===== config.mk =====
export PLATFORM = sky130hd
export DESIGN_NAME = e_md_ctrl
export DESIGN_NICKNAME = d
export VERILOG_FILES = /design/src/rtl/md_pkg.sv /design/src/rtl/md_compute.sv /design/src/rtl/e_md_ctrl.sv
export SDC_FILE = /design/constraint.sdc
export NUM_CORES = 2
export LEC_CHECK = 0
export CELL_PAD_IN_SITES_DETAIL_PLACEMENT = 1
export CELL_PAD_IN_SITES_GLOBAL_PLACEMENT = 2
export CORE_AREA = 2 2 445 447
export CTS_CLUSTER_DIAMETER = 120
export DETAILED_ROUTE_END_ITERATION = 7
export DIE_AREA = 0 0 447 449
export DONT_BUFFER_PORTS = 1
export PLACE_DENSITY_LB_ADDON = 0.1
export RECOVER_POWER = 100
export SYNTH_ARGS = -nofsm -noshare
export SYNTH_HDL_FRONTEND = slang
export SYNTH_SLANG_ARGS = --single-unit

===== constraint.sdc =====
create_clock -name clk -period 2.23 [get_ports clk]
set_input_delay 0.3345 -clock clk [delete_from_list [all_inputs] [get_ports clk]]
set_output_delay 0.3345 -clock clk [all_outputs]
set_load 0.05 [all_outputs]

===== src/rtl/md_pkg.sv =====
// Shared definitions for the execute-stage multiply/divide unit.
//   md_op_e    : md_op encodings driven by the E stage
//   md_state_e : scheduler FSM states
//   MULT_LAT_DEF / DIV_LAT_DEF : default commit latencies
//   md_cnt_w() : latency counter width for a given latency pair
package md_pkg;

  typedef enum logic [2:0] {
    MD_MULT  = 3'd0,
    MD_MULTU = 3'd1,
    MD_DIV   = 3'd2,
    MD_DIVU  = 3'd3,
    MD_MTHI  = 3'd4,
    MD_MTLO  = 3'd5
  } md_op_e;

  typedef enum logic {IDLE = 1'b0, BUSY = 1'b1} md_state_e;

  localparam int MULT_LAT_DEF = 5;
  localparam int DIV_LAT_DEF  = 10;

  // Counter must hold the larger latency value itself.
  function automatic int md_cnt_w(input int a, input int b);
    return $clog2(((a > b) ? a : b) + 1);
  endfunction

endpackage


===== src/rtl/md_compute.sv =====
// Combinational mult/div datapath.
//   op     : md_op (mult/multu/div/divu produce results, others give 0)
//   rs, rt : operands (rs = dividend / multiplicand, rt = divisor / multiplier)
//   res_hi : product[63:32] or remainder
//   res_lo : product[31:0]  or quotient
// Signed ops run on magnitudes and re-apply the sign afterwards, so one
// unsigned multiplier and one unsigned divider serve both flavours.
module md_compute
  import md_pkg::*;
(
  input  logic [2:0]  op,
  input  logic [31:0] rs,
  input  logic [31:0] rt,
  output logic [31:0] res_hi,
  output logic [31:0] res_lo
);

  logic        sgn;
  logic        neg_res;
  logic [31:0] a_mag, b_mag, dvs, q_mag, r_mag;
  logic [63:0] prod;

  always_comb begin
    sgn     = (op == MD_MULT) || (op == MD_DIV);
    a_mag   = (sgn && rs[31]) ? -rs : rs;
    b_mag   = (sgn && rt[31]) ? -rt : rt;
    neg_res = sgn && (rs[31] ^ rt[31]);

    prod = {32'b0, a_mag} * {32'b0, b_mag};
    if (neg_res) prod = -prod;

    // Divide-by-zero result is discarded by the controller; avoid /0 here.
    dvs   = (b_mag == 32'd0) ? 32'd1 : b_mag;
    q_mag = a_mag / dvs;
    r_mag = a_mag % dvs;

    res_hi = 32'd0;
    res_lo = 32'd0;
    case (op)
      MD_MULT, MD_MULTU: {res_hi, res_lo} = prod;
      MD_DIV, MD_DIVU: begin
        // quotient truncates toward zero, remainder takes dividend sign
        res_lo = neg_res ? -q_mag : q_mag;
        res_hi = (sgn && rs[31]) ? -r_mag : r_mag;
      end
      default: ;
    endcase
  end

endmodule


===== src/rtl/e_md_ctrl.sv =====
// Execute-stage multiply/divide scheduler owning HI/LO.
//   clk, rst_n : clock, async active-low reset
//   md_start   : E-stage md op valid this cycle
//   md_op      : operation (md_pkg encodings)
//   rs_val     : dividend / multiplicand / mthi-mtlo source
//   rt_val     : divisor / multiplier
//   d_is_md    : D-stage instruction touches HI/LO
//   hi, lo     : architectural HI/LO registers
//   busy       : mult/div in flight
//   md_stall   : freeze F/D, bubble E
// Results are computed at accept and parked in pend_hi/pend_lo; the counter
// only models latency. HI/LO change only at the commit edge.
module e_md_ctrl
  import md_pkg::*;
#(
  parameter int MULT_LAT = MULT_LAT_DEF,
  parameter int DIV_LAT  = DIV_LAT_DEF
) (
  input  logic        clk,
  input  logic        rst_n,
  input  logic        md_start,
  input  logic [2:0]  md_op,
  input  logic [31:0] rs_val,
  input  logic [31:0] rt_val,
  input  logic        d_is_md,
  output logic [31:0] hi,
  output logic [31:0] lo,
  output logic        busy,
  output logic        md_stall
);

  localparam int CW = md_cnt_w(MULT_LAT, DIV_LAT);

  md_state_e   state, state_nxt;
  logic [CW-1:0] count;
  logic [31:0] pend_hi, pend_lo;
  logic [31:0] res_hi, res_lo;
  logic        is_muldiv, is_div, accept, commit;

  md_compute u_compute (
    .op     (md_op),
    .rs     (rs_val),
    .rt     (rt_val),
    .res_hi (res_hi),
    .res_lo (res_lo)
  );

  assign is_muldiv = (md_op == MD_MULT) || (md_op == MD_MULTU) ||
                     (md_op == MD_DIV)  || (md_op == MD_DIVU);
  assign is_div    = (md_op == MD_DIV)  || (md_op == MD_DIVU);
  assign accept    = (state == IDLE) && md_start && is_muldiv;
  assign commit    = (state == BUSY) && (count == CW'(1));

  // state register
  always_ff @(posedge clk or negedge rst_n) begin
    if (!rst_n) state <= IDLE;
    else        state <= state_nxt;
  end

  // next state
  always_comb begin
    state_nxt = state;
    case (state)
      IDLE: if (accept) state_nxt = BUSY;
      BUSY: if (commit) state_nxt = IDLE;
      default: state_nxt = IDLE;
    endcase
  end

  // outputs
  always_comb begin
    busy     = (state == BUSY);
    md_stall = d_is_md && (busy || (md_start && is_muldiv));
  end

  // counter, pending results, HI/LO
  always_ff @(posedge clk or negedge rst_n) begin
    if (!rst_n) begin
      count   <= '0;
      pend_hi <= '0;
      pend_lo <= '0;
      hi      <= '0;
      lo      <= '0;
    end else if (accept) begin
      count <= is_div ? CW'(DIV_LAT) : CW'(MULT_LAT);
      // Divide by zero still burns full latency but commits the old HI/LO back.
      if (is_div && rt_val == 32'd0) begin
        pend_hi <= hi;
        pend_lo <= lo;
      end else begin
        pend_hi <= res_hi;
        pend_lo <= res_lo;
      end
    end else if (state == BUSY) begin
      count <= count - CW'(1);
      if (commit) begin
        hi <= pend_hi;
        lo <= pend_lo;
      end
    end else if (md_start) begin
      if (md_op == MD_MTHI) hi <= rs_val;
      if (md_op == MD_MTLO) lo <= rs_val;
    end
  end

endmodule

==> impl_metrics.env <==
export IMPL_syn_area_sq_um=78000
export IMPL_yosysTopAreaCellShare=0.230
export IMPL_finalCritPeriodShare=32.6
export IMPL_skew_ns=0.0143
export IMPL_synth_cell_types=124
export IMPL_worstSetupPathType="input port to flip-flop"
export IMPL_grt_first_pass_wirelength_mm=730
export IMPL_fin_setup_tns_ns=-4469.07
export IMPL_fmax_mhz=13.8
export IMPL_cpMostUsedCell="buf_4"
export IMPL_synth_flop_cell="dfrtp_1"
export IMPL_failed_checks="hold timing, setup timing"
export IMPL_period_minus_slack_ns=72.60
export IMPL_r2r_start="busy"
export IMPL_drtAntennaViolNets=0
export IMPL_drv_slew=0
export IMPL_pre_cts_slack_ns=-74.04
export IMPL_hold_viol=133
export IMPL_fp_dieH_um=449
export IMPL_synth_common_cells="nand2_1 (1,589), inv_1 (1,171), nor2_1 (1,026)"
export IMPL_synth_async_reset_ratio=1.00
export IMPL_num_rows=163
export IMPL_fin_cells=16700
export IMPL_setup_viol=130
export IMPL_r2r_cells=5
export IMPL_wl_mm=524
export IMPL_area_growth_pct=52.2
export IMPL_drt_pre_antenna_iters=6
export IMPL_ios=137
export IMPL_slowest_delay_ns=0.56
export IMPL_io_buffers=0
export IMPL_antenna_found_initial=38
export IMPL_yosysTopAreaCell="fa_1"
export IMPL_synth_fp_nets=12300
export IMPL_netlist_top_cells_area="fa_1 (23%), ha_1 (12%), nand2_1 (7.6%)"
export IMPL_cts_sinks=133
export IMPL_hold_class="input port to async pin"
export IMPL_first_iter_violations=10500
export IMPL_gp_congestion=1.11
export IMPL_gr_usage_all_layers=0.494
export IMPL_cts_inserted_buffers=17
export IMPL_critPathRequiredTime_ns=2.61
export IMPL_synthCells=10600
export IMPL_drc=0
export IMPL_synth_seq_cells=133
export IMPL_rrSetupSlack_ns=-0.43
export IMPL_dieArea_sq_um=201000
export IMPL_endpoint_kind="flip-flop"
export IMPL_yosysMostFrequentCell="nand2_1"
export IMPL_critical_path_startpoint_type="input port"
export IMPL_cts_tree="yes"
export IMPL_gr_total_overflow=0
export IMPL_path_clk_slew_ns=0.06
export IMPL_rr_endpoint="hi[1]"
export IMPL_vias=104000
export IMPL_start_util=0.398
export IMPL_placedCellCount=16200
export IMPL_grt_max_degree=134
export IMPL_core_sq_um=196000
export IMPL_avgSynthCellArea_sq_um=7.39
export IMPL_cts_buffer_depth=2
export IMPL_synth_edf_count=0
export IMPL_cp_max_fo=76
export IMPL_rsz0062_at_grt="yes"
export IMPL_dp_hpwl_mm=408
export IMPL_wl_per_cell_um=31.4
export IMPL_finalWorstSetupSlack_ns=-70.37
export IMPL_whs_ns=-0.436
export IMPL_maxCapViolations=0
export IMPL_die_w_um=447
export IMPL_layout_nets=15700
export IMPL_cts_max_level=4
export IMPL_drt_vias_per_instance=6.23
export IMPL_ys_warnings_count=0
export IMPL_drive_gt1_frac=0.376
export IMPL_worstMarginPinSlew_ns=1.25
export IMPL_crit_end="pend_hi[23]"
export IMPL_synth_seq_area_share=0.0427
export IMPL_status="complete, but fails checks"
export IMPL_arrival_ns=72.97
export IMPL_critical_path_slowest_cell="or4_4"
export IMPL_cp_startpoint="rt_val[0]"
export IMPL_cts_root_buf="clkbuf_16"
export IMPL_grt_pass1_vias=109000
export IMPL_clk_latency_ns=0.47
export IMPL_maxSlewHeadroom=0.164
[worst min-delay path by stage]
stage | start | to | slack [ns] | cells after the start
3_5_place_dp | rst_n | lo[3] | 0.04 | 0
6_report | rst_n | lo[3] | -0.44 | 0
3_3_place_gp | rst_n | lo[3] | 0.04 | 0
2_1_floorplan | rst_n | busy | 0.04 | 0
4_1_cts | rst_n | busy | -0.45 | 0
5_1_grt | rst_n | lo[3] | -0.44 | 0
[per-stage QoR]
stage / area [sq um] / util
floorplan: 80400 / -
finish: 119000 / 0.605
global route: 119000 / 0.605
global placement: 108000 / 0.551
CTS: 114000 / 0.580
detailed placement: 108000 / 0.551
[placed cells by master (no fill, tap or decap), drive strengths merged, types with 77 or more instances in the layout]
| cell | netlist | routed |
|---|---|---|
| fa | 897 | 897 |
| o21ai | 507 | 507 |
| a21o | 263 | 263 |
| nand4 | 79 | 79 |
| dfrtp | 133 | 133 |
| a31oi | 133 | 133 |
| nor2b | 100 | 100 |
| o211ai | 88 | 88 |
| buf | 140 | 3896 |
| a211oi | 120 | 120 |
| nor4 | 77 | 77 |
| xor2 | 223 | 223 |
| inv | 1175 | 1178 |
| xnor2 | 387 | 387 |
| nand2b | 95 | 95 |
| nand2 | 1590 | 1590 |
| o21a | 109 | 109 |
| ha | 773 | 773 |
| nor3 | 217 | 217 |
| nor2 | 1028 | 1028 |
| a21oi | 704 | 704 |
| and3 | 84 | 84 |
| nand3 | 180 | 180 |
[state kept, by name (all words and copies together) (netlist names)]
signal and cells:
pend_hi 32, lo 32, busy 1, hi 32
count 4, pend_lo 32
[cell families (layout without fill, tap and decap cells)]
kind of cell    after synthesis  in the layout  synth area share
mux                          96             96            0.0131
simple gates               3774           3775             0.217
flops                       133            133            0.0427
other cells                   0             22                 0
fa+ha+maj                  1670           1670             0.354
buf+inv                    1688           5128            0.0837
compound gates             2590           2591             0.220
xor+xnor                    610            610            0.0686
[worst max-delay path: cells and delay by family]
| family | cells | cell delay, ns |
|---|---|---|
| AOI/OAI and AO/OA | 152 | 30.60 |
| and+or+nand+nor | 121 | 22.81 |
| buffers and inverters | 67 | 9.30 |
| adders and majority gates | 32 | 8.28 |
| xor gates and xnor gates | 6 | 0.86 |
| muxes | 2 | 0.56 |
[area by class of cell]
class | instances | area [sq um]
diodes | 22 | 55.1
clock buffers | 19 | 433
clock inverters | 13 | 146
fillers | 24100 | 77500
inverters | 1184 | 4500
multi-input cells | 8742 | 76100
flip-flops and latches | 133 | 3330
well taps | 2640 | 3300
repair buffers | 3912 | 30800
[metal layers]
metal  GRT usage  part of all wire  up-vias  wire length (um)
met3       0.119              0.10     2594             54200
met1       0.569              0.35    51800            184000
met2       0.754              0.43     6480            225000
met4       0.454              0.11       24             60100
met5           0           0.00039        -               206
li1            -                 -    42900                 -
[what timing repair did]
action	CTS	global route
setup buffers	250	210
resized for setup	612	682
pin swaps	334	489
cloned	11	6
hold endpoints to repair	133	133
endpoints found under the setup margin	64	64
Power is left out: the tool's default activity adds up to more than one toggle a clock period on the data nets, which glitch-free logic cannot reach.
